$ cat src/rtl/mem_port_arbiter_pkg.sv
// Shared types for the unified instruction/data memory port arbiter.
//   arb_state_t : arbiter FSM state (idle arbitration, request phase, response wait)
//   arb_owner_t : which pipeline stage owns the transaction in flight
//   addr_t/data_t : default-width address and data words
package mem_port_arbiter_pkg;

  localparam int unsigned DefaultAddrW = 32;
  localparam int unsigned DefaultDataW = 32;

  typedef logic [DefaultAddrW-1:0] addr_t;
  typedef logic [DefaultDataW-1:0] data_t;

  typedef enum logic [1:0] {
    IDLE,
    REQ,
    WAIT
  } arb_state_t;

  typedef enum logic [1:0] {
    NONE,
    IF,
    D
  } arb_owner_t;

endpackage

$ cat src/rtl/mem_port_arbiter.sv
// Arbitrates one single-ported unified memory between the fetch stage (IF) and the
// memory stage (D), one transaction outstanding, req/gnt/rvalid handshake.
//   clk, reset                      : clock, synchronous active-low reset
//   if_req/if_addr/if_kill          : fetch request, address, redirect flush
//   if_rdata/if_valid/if_stall      : fetch data, completion pulse, stall
//   d_req/d_we/d_be/d_addr/d_wdata  : data access request
//   d_rdata/d_valid/d_stall         : load data, completion pulse, stall
//   mem_req/we/be/addr/wdata        : registered memory request
//   mem_gnt/mem_rvalid/mem_rdata    : memory accept, response, read data
//   err_timeout                     : sticky flag, transaction outstanding too long
module mem_port_arbiter
  import mem_port_arbiter_pkg::*;
#(
  parameter int unsigned ADDR_W   = DefaultAddrW,
  parameter int unsigned DATA_W   = DefaultDataW,
  parameter int unsigned MAX_WAIT = 4,
  parameter int unsigned TIMEOUT  = 64
) (
  input  logic                clk,
  input  logic                reset,
  input  logic                if_req,
  input  logic [ADDR_W-1:0]   if_addr,
  input  logic                if_kill,
  output logic [DATA_W-1:0]   if_rdata,
  output logic                if_valid,
  output logic                if_stall,
  input  logic                d_req,
  input  logic                d_we,
  input  logic [DATA_W/8-1:0] d_be,
  input  logic [ADDR_W-1:0]   d_addr,
  input  logic [DATA_W-1:0]   d_wdata,
  output logic [DATA_W-1:0]   d_rdata,
  output logic                d_valid,
  output logic                d_stall,
  output logic                mem_req,
  output logic                mem_we,
  output logic [DATA_W/8-1:0] mem_be,
  output logic [ADDR_W-1:0]   mem_addr,
  output logic [DATA_W-1:0]   mem_wdata,
  input  logic                mem_gnt,
  input  logic                mem_rvalid,
  input  logic [DATA_W-1:0]   mem_rdata,
  output logic                err_timeout
);

  localparam int unsigned BeW   = DATA_W / 8;
  localparam int unsigned WaitW = (MAX_WAIT > 0) ? $clog2(MAX_WAIT + 1) : 1;
  localparam int unsigned ToW   = (TIMEOUT > 0) ? $clog2(TIMEOUT + 1) : 1;
  localparam logic [WaitW-1:0] WaitMax = WaitW'(MAX_WAIT);
  localparam logic [ToW-1:0]   ToMax   = ToW'(TIMEOUT);

  arb_state_t          state_q, state_d;
  arb_owner_t          owner_q, owner_d;
  logic                drop_q, drop_d;
  logic [WaitW-1:0]    wait_cnt_q, wait_cnt_d;
  logic [ToW-1:0]      to_cnt_q, to_cnt_d;
  logic                err_q, err_d;
  logic                mem_req_q, mem_req_d;
  logic                mem_we_q, mem_we_d;
  logic [BeW-1:0]      mem_be_q, mem_be_d;
  logic [ADDR_W-1:0]   mem_addr_q, mem_addr_d;
  logic [DATA_W-1:0]   mem_wdata_q, mem_wdata_d;

  logic if_elig, both_elig, grant_if, grant_d;

  // A killed fetch is not eligible; fetch beats data only once it has lost MAX_WAIT times.
  assign if_elig   = if_req && !if_kill;
  assign both_elig = if_elig && d_req;
  assign grant_if  = (state_q == IDLE) && if_elig && (!d_req || (wait_cnt_q == WaitMax));
  assign grant_d   = (state_q == IDLE) && d_req && !grant_if;

  // State register.
  always_ff @(posedge clk) begin
    if (!reset) begin
      state_q     <= IDLE;
      owner_q     <= NONE;
      drop_q      <= 1'b0;
      wait_cnt_q  <= '0;
      to_cnt_q    <= '0;
      err_q       <= 1'b0;
      mem_req_q   <= 1'b0;
      mem_we_q    <= 1'b0;
      mem_be_q    <= '0;
      mem_addr_q  <= '0;
      mem_wdata_q <= '0;
    end else begin
      state_q     <= state_d;
      owner_q     <= owner_d;
      drop_q      <= drop_d;
      wait_cnt_q  <= wait_cnt_d;
      to_cnt_q    <= to_cnt_d;
      err_q       <= err_d;
      mem_req_q   <= mem_req_d;
      mem_we_q    <= mem_we_d;
      mem_be_q    <= mem_be_d;
      mem_addr_q  <= mem_addr_d;
      mem_wdata_q <= mem_wdata_d;
    end
  end

  // Next-state logic.
  always_comb begin
    state_d = state_q;
    unique case (state_q)
      IDLE:    if (grant_if || grant_d) state_d = REQ;
      REQ:     if (mem_gnt)             state_d = WAIT;
      WAIT:    if (mem_rvalid)          state_d = IDLE;
      default:                          state_d = IDLE;
    endcase
  end

  // Registered datapath and counter updates.
  always_comb begin
    owner_d     = owner_q;
    drop_d      = drop_q;
    wait_cnt_d  = wait_cnt_q;
    to_cnt_d    = to_cnt_q;
    mem_req_d   = mem_req_q;
    mem_we_d    = mem_we_q;
    mem_be_d    = mem_be_q;
    mem_addr_d  = mem_addr_q;
    mem_wdata_d = mem_wdata_q;

    if (grant_if) begin
      owner_d     = IF;
      mem_req_d   = 1'b1;
      mem_we_d    = 1'b0;
      mem_be_d    = '1;
      mem_addr_d  = if_addr;
      mem_wdata_d = '0;
    end else if (grant_d) begin
      owner_d     = D;
      mem_req_d   = 1'b1;
      mem_we_d    = d_we;
      mem_be_d    = d_we ? d_be : '1;
      mem_addr_d  = d_addr;
      mem_wdata_d = d_wdata;
    end

    if ((state_q == REQ) && mem_gnt) mem_req_d = 1'b0;

    // Only a contested loss by fetch counts toward starvation.
    if (grant_if) begin
      wait_cnt_d = '0;
    end else if (both_elig && grant_d && (wait_cnt_q != WaitMax)) begin
      wait_cnt_d = wait_cnt_q + 1'b1;
    end

    // The memory side still completes a killed fetch; only its result is discarded.
    if ((state_q != IDLE) && (owner_q == IF) && if_kill) drop_d = 1'b1;
    if ((state_q == WAIT) && mem_rvalid) begin
      drop_d  = 1'b0;
      owner_d = NONE;
    end

    if (state_q == IDLE) begin
      to_cnt_d = '0;
    end else if (to_cnt_q != ToMax) begin
      to_cnt_d = to_cnt_q + 1'b1;
    end
  end

  // Timeout flag is sticky; the FSM keeps waiting regardless.
  always_comb begin
    err_d = err_q;
    if ((TIMEOUT != 0) && (state_q != IDLE) && (to_cnt_q == ToMax)) err_d = 1'b1;
  end

  // Outputs.
  always_comb begin
    if_valid    = mem_rvalid && (state_q == WAIT) && (owner_q == IF) && !drop_q;
    d_valid     = mem_rvalid && (state_q == WAIT) && (owner_q == D);
    if_rdata    = mem_rdata;
    d_rdata     = mem_rdata;
    if_stall    = if_req && !if_valid && !if_kill;
    d_stall     = d_req && !d_valid;
    mem_req     = mem_req_q;
    mem_we      = mem_we_q;
    mem_be      = mem_be_q;
    mem_addr    = mem_addr_q;
    mem_wdata   = mem_wdata_q;
    err_timeout = err_q;
  end

endmodule
$ cat config.mk
export PLATFORM = sky130hd
export DESIGN_NAME = mem_port_arbiter
export DESIGN_NICKNAME = d
export VERILOG_FILES = /design/src/rtl/mem_port_arbiter_pkg.sv /design/src/rtl/mem_port_arbiter.sv
export SDC_FILE = /design/constraint.sdc
export NUM_CORES = 1
export LEC_CHECK = 0
export CAP_MARGIN = 15
export CORE_MARGIN = 1.5
export CORE_UTILIZATION = 32
export DETAILED_ROUTE_END_ITERATION = 7
export PLACE_DENSITY = 0.83
export SKIP_LAST_GASP = 1
export SLEW_MARGIN = 10
export SYNTH_ARGS = -nofsm -noshare
export SYNTH_HDL_FRONTEND = slang
export SYNTH_SLANG_ARGS = --single-unit
$ cat constraint.sdc
create_clock -name clk -period 1.48 [get_ports clk]
set_input_delay 0.37 -clock clk [delete_from_list [all_inputs] [get_ports clk]]
set_output_delay 0.37 -clock clk [all_outputs]
set_load 0.03 [all_outputs]
== After elaboration in Yosys (flattened, before gate mapping) ==
Cells that the tools add are included.
Widths: inputs -> output; s select.

* Memory bits (read-only): 0
* Memories kept: 0
* Bits in writable memories: 0
* Flip-flop bits (word level): 86
* Bits in latches: 0

* Bitwise gates (word level): 1
* $lt $le $gt $ge: 0
* $mul: 0
* Div/mod/pow operators: 0
* Eq/ne operators: 11
* $add $sub $neg: 2
* Shifts and indexed selects: 0
* Reduce and logical (&&, ||, !) cells: 36
* Multiplexer cells: 13

{| class="wikitable"
|+ Operator list
! cell !! count
|-
| $mux 32 || 2
|-
| $logic_and 1x1->1 || 19
|-
| $mux 4 || 3
|-
| $reduce_or 2->1 || 4
|-
| $add 7x1->7 const B || 1
|-
| $eq 7x7->1 const B || 1
|-
| $ne 7x7->1 const B || 1
|-
| $logic_not 1->1 || 6
|-
| $mux 2 || 3
|-
| $pmux 2 s3 || 1
|-
| $eq 2x1->1 const B || 2
|-
| $eq 2x2->1 const B || 2
|-
| $mux 1 || 4
|-
| $ne 2x2->1 const B || 2
|-
| $reduce_bool 2->1 || 2
|-
| $add 3x1->3 const B || 1
|-
| $eq 3x3->1 const B || 1
|-
| $ne 3x3->1 const B || 1
|-
| $reduce_and 3->1 || 1
|-
| $reduce_or 3->1 || 1
|-
| $logic_not 2->1 || 1
|-
| $logic_or 1x1->1 || 2
|-
| $ne 2x1->1 const B || 1
|-
| $not 1->1 || 1
|}

== Logic depth before layout (Yosys ltp) ==
* Word-level depth: 9
* Gate-level depth with buffers: 8
* Mapped depth without buffers: 6

== Worst setup path before layout ==
OpenSTA, ideal clock, no wires.

* Path type: register to output
* Start: register state_q[0]
* End: output if_stall
* Arrival time: 2.168 ns
* Stages on the path, launching flop included: 5
* Data required time: 1.110 ns
* Buffers on the path: 1
* Slack: -1.058 ns
* Path through: dfxtp_1 buf_4 nand3b_1 nor4b_1 nor3b_1

* Cells in the longest elaborated chain, start to end: 7

{| class="wikitable"
|+ Ends and longest elaborated chain
! item !! line !! text
|-
| start, declared || mem_port_arbiter.sv:52 || <nowiki>arb_state_t state_q, state_d;</nowiki>
|-
| start signal, assigned || mem_port_arbiter.sv:87 || <nowiki>state_q <= state_d;</nowiki>
|-
| $eq 2x2->1 || mem_port_arbiter.sv:171 || <nowiki>if_valid = mem_rvalid && (state_q == WAIT) && (owner_q == IF) && !drop_q;</nowiki>
|-
| $logic_and 1x1->1 (3 in series) || mem_port_arbiter.sv:171 ||
|-
| named net if_valid || mem_port_arbiter.sv:25 || <nowiki>output logic if_valid,</nowiki>
|-
| $logic_not 1->1 || mem_port_arbiter.sv:175 || <nowiki>if_stall = if_req && !if_valid && !if_kill;</nowiki>
|-
| $logic_and 1x1->1 (2 in series) || mem_port_arbiter.sv:175 ||
|-
| end, declared || mem_port_arbiter.sv:26 || <nowiki>output logic if_stall,</nowiki>
|}

The timed path passes the listed nets, and every way through them passes these cells.

== Worst setup path after layout ==
* Start: register state_q[0]
* End: output if_valid

* Cells in the longest elaborated chain, start to end: 4

{| class="wikitable"
|+ Ends and longest elaborated chain
! item !! line
|-
| $eq 2x2->1 || mem_port_arbiter.sv:171
|-
| $logic_and 1x1->1 (3 in series) || mem_port_arbiter.sv:171
|-
| end, declared || mem_port_arbiter.sv:25
|}

No other way between the ends.

==> metrics.txt <==
Final min period=1.88 ns; Post-Route WL=12800 um; CTS tree=yes; share of cells above drive strength 1=21.2%; share of the yosys chip area belonging to registers=43.3%; Mapped Area=3980 um^2; Synth Register Bits=86; die width=114 um; CP Cell Sequence=nand3b_1 > nor4b_4 > buf_4 > buf_6; Yosys warnings=0; outcome=finished, violations left; hold path endpoint=state_q[0]; violated checks=negative setup slack; final setup fails=77; Vias=3823; Max VDD drop=702 uV; number of diodes=0; clk_skew=0.00485 ns; Die ar.=13100 um^2; Die Height=114 um; initial antenna violation count=0; Syn Area/Cell=8.07 um^2; Final WS setup=-0.402 ns; total track usage=19.7%; reg2reg start=state_q[0]; Slowest cell on crit path=nor4b_4; Pleak=2.68 nW; Max Buffers Root-to-Sink=2; Worst-path clk slew=0.06 ns; Max Cap Viol=0; Yosys cell types=38; Synth area leaders=dfxtp_1, buf_4, nand2_1; worst reg2reg path depth=6; Tcrit/Tclk final=127%; Clock Root Buffer=clkbuf_16; TritonCTS Buffers=9; number of global-route vias before repair=3760; worst hold path depth=2; RSZ-0062 raised after global routing=true; Crit Path Class=register to output pin; first-pass GRT wire length=19800 um; Top Ports=279; Post-DRT Antenna Nets=0; Yosys top cell area share=43.3%; Starting Density=33.0%; 1st-pass router iterations=4; Yosys top cell by area=dfxtp_1; DP Worst Slack=-0.910 ns; Layout Nets=789; Vias/cell=4.67; pwr/cell area=1010 nW/um^2; max-slew violations=0; r2r setup slk=-0.22 ns; Setup crit end kind=output pin; I/O Buffers=182; Hold Path Class=input pin to register; syn nets=637; worst endpoint data arrival time=1.51 ns; Skew-Pair Late Insertion Delay=0.34 ns; required time worst endpoint=1.11 ns; Core Area=12100 um^2; Hold Buf Count CTS=0; actual slew at the worst max-slew pin=0.374 ns; Hold Vio Cnt, Final=0; 1st-iter DRT viols=201; CP bufs+invs=2; Layout area overhead=67.1%; fmax=531 MHz; Worst slew margin=75.1%; Critical Path Start Type=register; H-tree levels=3; Placer Congestion=0.752; hold wc startpoint=reset; row cnt=40; r2r endpoint=mem_addr[18]; CP peak stage delay=0.33 ns; DRC Markers=0; WL/cell=15.6 um; Final Power=6.71 mW; global route total overflow=0; Cells after Synth=493; CP delay by family, top=simple AND/OR/NAND/NOR gates; DPL Wire Length=7950 um; largest net degree at the start of global routing=35; CTS sink count=86; peak fanout along the critical path=2; Fillers=1096
-- registers in the layout (all words and copies together) (netlist names) --
name,cells
mem_we,1
err_timeout,1
wait_cnt_q,3
owner_q,2
mem_be,4
state_q,2
mem_req,1
mem_addr,32
to_cnt_q,7
drop_q,1
mem_wdata,32
-- routing by layer --
layer	part of all wire, %	up-vias	global-route usage, %
li1	-	1889	-
met2	48	149	32.9
met4	1.5	0	5.83
met5	0	-	0
met3	7.2	19	7.52
met1	43	1766	23.6
-- cell usage in the layout (no fill, tap or decap), drive strengths merged, types with 20 or more instances in the layout --
master,synthesis,final
a21oi,34,34
a31oi,36,36
buf,83,58
clkbuf,12,20
clkdlybuf4s15,0,40
clkdlybuf4s50,0,102
dfxtp,86,86
dlygate4sd2,0,26
nand2,137,137
o21ai,37,37
-- report_power, final --
part / switching [mW] / internal, mW
registers: 0.0969 / 2.51
clock network: 0.904 / 1.18
logic: 1.01 / 1.01
-- worst max path at each step --
| stage | start | endpoint | slack, ns | depth (start not counted) |
|---|---|---|---|---|
| 2_1_floorplan | state_q[0] | if_stall | -0.27 | 4 |
| 3_3_place_gp | mem_rvalid | if_stall | -0.87 | 5 |
| 3_5_place_dp | mem_rvalid | if_stall | -0.91 | 5 |
| 4_1_cts | state_q[0] | if_valid | -0.45 | 4 |
| 5_1_grt | state_q[0] | d_valid | -0.47 | 5 |
| 6_report | state_q[0] | if_valid | -0.40 | 4 |
-- cells in the mapped netlist --
cell	n
nand2_1	136
dfxtp_1	86
buf_4	72
a31oi_1	36
a21oi_1	34
o21ai_0	19
o21ai_1	18
nor2_1	17
clkbuf_1	12
buf_6	6
buf_2	5
inv_1	5
ha_1	4
nand3_1	4
nand3b_1	4
nor2b_1	3
o21a_1	3
xnor2_1	3
xor2_1	3
a21boi_0	2
nor3_1	2
nor3b_1	2
nor4b_1	2
a211oi_1	1
a21bo_2	1
a22oi_1	1
a41oi_1	1
and2_1	1
and3_1	1
mux2i_1	1
nand2_4	1
nor3b_2	1
nor4b_4	1
o311a_1	1
or2_2	1
or3b_1	1
or3b_2	1
or4b_4	1
-- through the flow --
stage | TNS (ns) | instance area, um^2 | hold WS, ns | std cells | utilization, %
after floorplan | -0.667 | 4020 | 0.449 | 493 | -
after global placement | -45.63 | 5680 | 0.441 | 777 | 47.1
after detailed placement | -47.11 | 5680 | 0.446 | 777 | 47.1
after CTS | -11.26 | 6430 | 0.435 | 818 | 53.3
after global routing | -15.71 | 6650 | 0.444 | 818 | 55.1
final | -10.64 | 6650 | 0.450 | 818 | 55.1
-- final cells by class --
cell class | instances | area (um^2) | area share (%)
Multi-Input combinational cell | 307 | 1820 | 27.4
Timing Repair Buffer | 236 | 2600 | 39.1
Sequential cell | 86 | 1730 | 26.0
Clock buffer | 12 | 246 | 3.71
Clock inverter | 4 | 22.5 | 0.339
Tap cell | 168 | 210 | 3.16
Inverter | 5 | 18.8 | 0.282
-- kinds of logic (layout without fill, tap and decap cells) --
kind of cell             after synthesis  after routing  synth area share [%]
adder cells (fa/ha/maj)                4              4                  1.26
flip-flops                            86             86                  43.3
multiplexers                           1              1                 0.252
AO/OA/AOI/OAI                        117            117                  16.6
XOR/XNOR                               6              6                  1.32
buffers and inverters                100            257                  17.5
AND/OR/NAND/NOR                      179            179                  19.7
-- timing repair --
action	CTS	global route
setup buffers	15	2
resized for setup	120	103
endpoints found under the setup margin	148	129
cloned	11	1
endpoints found under the hold margin	0	0
pin swaps	5	7
No activity file was read; power rests on OpenSTA's default activity.
==> RTL change (config.mk and constraints unchanged) <==
Encoding of `arb_state_t`: now one-hot (3 bits for 3 states).
--- a/src/rtl/mem_port_arbiter_pkg.sv
+++ b/src/rtl/mem_port_arbiter_pkg.sv
@@ -12,6 +12,6 @@
 
-  typedef enum logic [1:0] {
-    IDLE,
-    REQ,
-    WAIT
+  typedef enum logic [2:0] {
+    IDLE = 3'b001,
+    REQ  = 3'b010,
+    WAIT = 3'b100
   } arb_state_t;
Function: same outputs for any inputs over 4 cycles, from zero or initial values and one cycle with reset low; so few cycles prove little.
==> RTL change against the unedited design <==
  * The flow still finishes with violations (negative setup slack)
  * First-iteration DRC count fell by 3.0%
  * Cell area rose by 18%
  * Combinational power up 43%
  * Global-route usage grew 3.2 points
  * Utilization increased by 9.5 points
  * Final cell count increased by 4.2%
  * Die area is 1.3% higher
  * Routed wire length grew 27%
  * Via count is 12% higher
  * Setup slack improved by 8.2 ps
  * Power grew 15%
  * Area after synthesis up 1.4%
  * Sequential cell count rose by 1
  * Non-clock buffer count increased by 25
  * Critical endpoint is now if_stall
  * Largest power group is now combinational cells
  * Highest routed layer unchanged
==> RTL change: results (changes against the unedited design) <==
Timing
  • Slew @ Worst Pin: 462 ps (was 374 ps)
  • Skew final: 8.44 ps (was 4.85 ps)
  • Final setup viols: 80 (was 77)
  • Final WS setup: -394 ps (was -402 ps)

Placed design
  • Gpl congestion: 0.779 (was 0.752)
  • DP Wirelength: 8730 um (was 7950 um)
  • Worst slack at placement: -874 ps (was -910 ps)
  • IO buf count: 182 (unchanged)

Synthesis
  • Compound-cell area share of the yosys netlist: 21.4% (was 16.6%)
  • Post-Synth Adder-Cell Area: 1.24% (was 1.26%)
  • Synth top area cells: dfxtp_1 43%, buf_4 12%, a21oi_1 10% (was dfxtp_1 43%, buf_4 14%, nand2_1 13%)
  • Mux cell area share after synthesis: 0.248% (was 0.252%)
  • Seq/Total Area, Yosys: 43.2% (was 43.3%)
  • Largest family of logic cells by synthesized area: compound AO/OA/AOI/OAI gates (was simple AND/OR/NAND/NOR gates)
  • Xor and xnor fraction of the mapped netlist area: 1.30% (was 1.32%)
  • Most common library cells after synthesis: 105 x nand2_1, 87 x dfxtp_1, 84 x a21oi_1 (was 136 x nand2_1, 86 x dfxtp_1, 72 x buf_4)
  • Yosys Warn Count: 0 (unchanged)
  • Syn nets: 645 (was 637)

Global route
  • Vias in the first global route: 4523 (was 3760)
  • Largest net degree at the start of global routing: 34 (was 35)
  • GR Util All Layers: 22.9% (was 19.7%)
  • First-pass GRT wire length: 23000 um (was 19800 um)

Pwr
  • Worst vdd ir: 0.601 mV (was 0.702 mV)
  • Switching share of total power: 33.7% (was 30.0%)
  • Leak: 0.00305 uW (was 0.00268 uW)

Outcome
  • Outcome: finished with violations (unchanged)
  • Failing checks: negative setup slack (unchanged)

Route
  • WL final: 16300 um (was 12800 um)
  • 1st-iter DRT viols: 195 (was 201)
  • Vias per inst: 5.04 (was 4.67)

Cells and area
  • Fraction of layout cells with a size suffix above 1: 43.6% (was 21.2%)
  • NumNets Final: 823 (was 789)

Hold path
  • Hold Crit Class: flip-flop to flip-flop (was primary input to flip-flop)

CTS
  • H-tree Lvls: 3 (unchanged)

Critical path
  • Slowest cell on the critical path: dfxtp_2 (was nor4b_4)
[RTL change: metrics by stage]
| stage | setup TNS (ps) | instance area (sq um) | cells |
|---|---|---|---|
| CTS | -21410 | 7160 | 847 |
| detailed placement | -38090 | 5920 | 790 |
| floorplan | -1650 | 4180 | 501 |
| global route | -26420 | 7850 | 852 |
| finish | -22140 | 7850 | 852 |
| global placement | -34730 | 5920 | 790 |
[RTL change: power by group through the flow]
stage / clock network, uW / logic (uW) / registers, uW
global placement: 0 / 1930 / 2710
floorplan: 0 / 939 / 3100
global route: 2270 / 3030 / 2720
finish: 2130 / 2890 / 2700
CTS: 2170 / 2570 / 2670
detailed placement: 0 / 1970 / 2720
[RTL change: per-layer routing]
| layer | vias up | track usage, % | share of wire (%) |
|---|---|---|---|
| met1 | 2108 | 26.1 | 39 |
| met3 | 36 | 7.96 | 7.6 |
| met5 | - | 0 | 0 |
| li1 | 1978 | - | - |
| met4 | 0 | 9.38 | 2.2 |
| met2 | 174 | 39.3 | 51 |
[RTL change: cell families (layout without fill, tap and decap cells)]
logic type	Yosys count	after routing
adder cells (fa/ha/maj)	4	4
AND/OR/NAND/NOR	151	151
flip-flops	87	87
buffers and inverters	99	282
AO/OA/AOI/OAI	153	153
XOR/XNOR	6	6
multiplexers	1	1
[RTL change: cell type report]
class | instances | area [sq um]
Sequential cell | 87 | 1750
Timing Repair Buffer | 261 | 2970
Inverter | 5 | 18.8
Clock buffer | 13 | 250
Fill cell | 938 | 4310
Multi-Input combinational cell | 315 | 2640
Tap cell | 168 | 210
Clock inverter | 3 | 20.0
[RTL change: worst paths after layout]
path                               startpoint  slack (ps)             to  cells past startpoint
worst max-delay path               state_q[0]        -390       if_stall                      5
worst min-delay path            mem_wdata[30]         470  mem_wdata[30]                      2
worst max register to register     state_q[1]        -370   mem_addr[14]                     11
worst min register to register  mem_wdata[30]         470  mem_wdata[30]                      2
[RTL change: what timing repair did]
action | CTS | global route
resized for setup | 198 | 234
pin swaps | 36 | 60
endpoints found under the setup margin | 153 | 137
hold endpoints to repair | 0 | 0
cloned | 17 | 7
hold buffers | 0 | 0
buffers inserted | 26 | 6
[RTL change: worst max-delay path, delay by kind of cell (launching register included)]
kind | cells | cell delay (ps)
AND/OR/NAND/NOR | 3 | 540
buffers and inverters | 2 | 300
flip-flops | 1 | 330
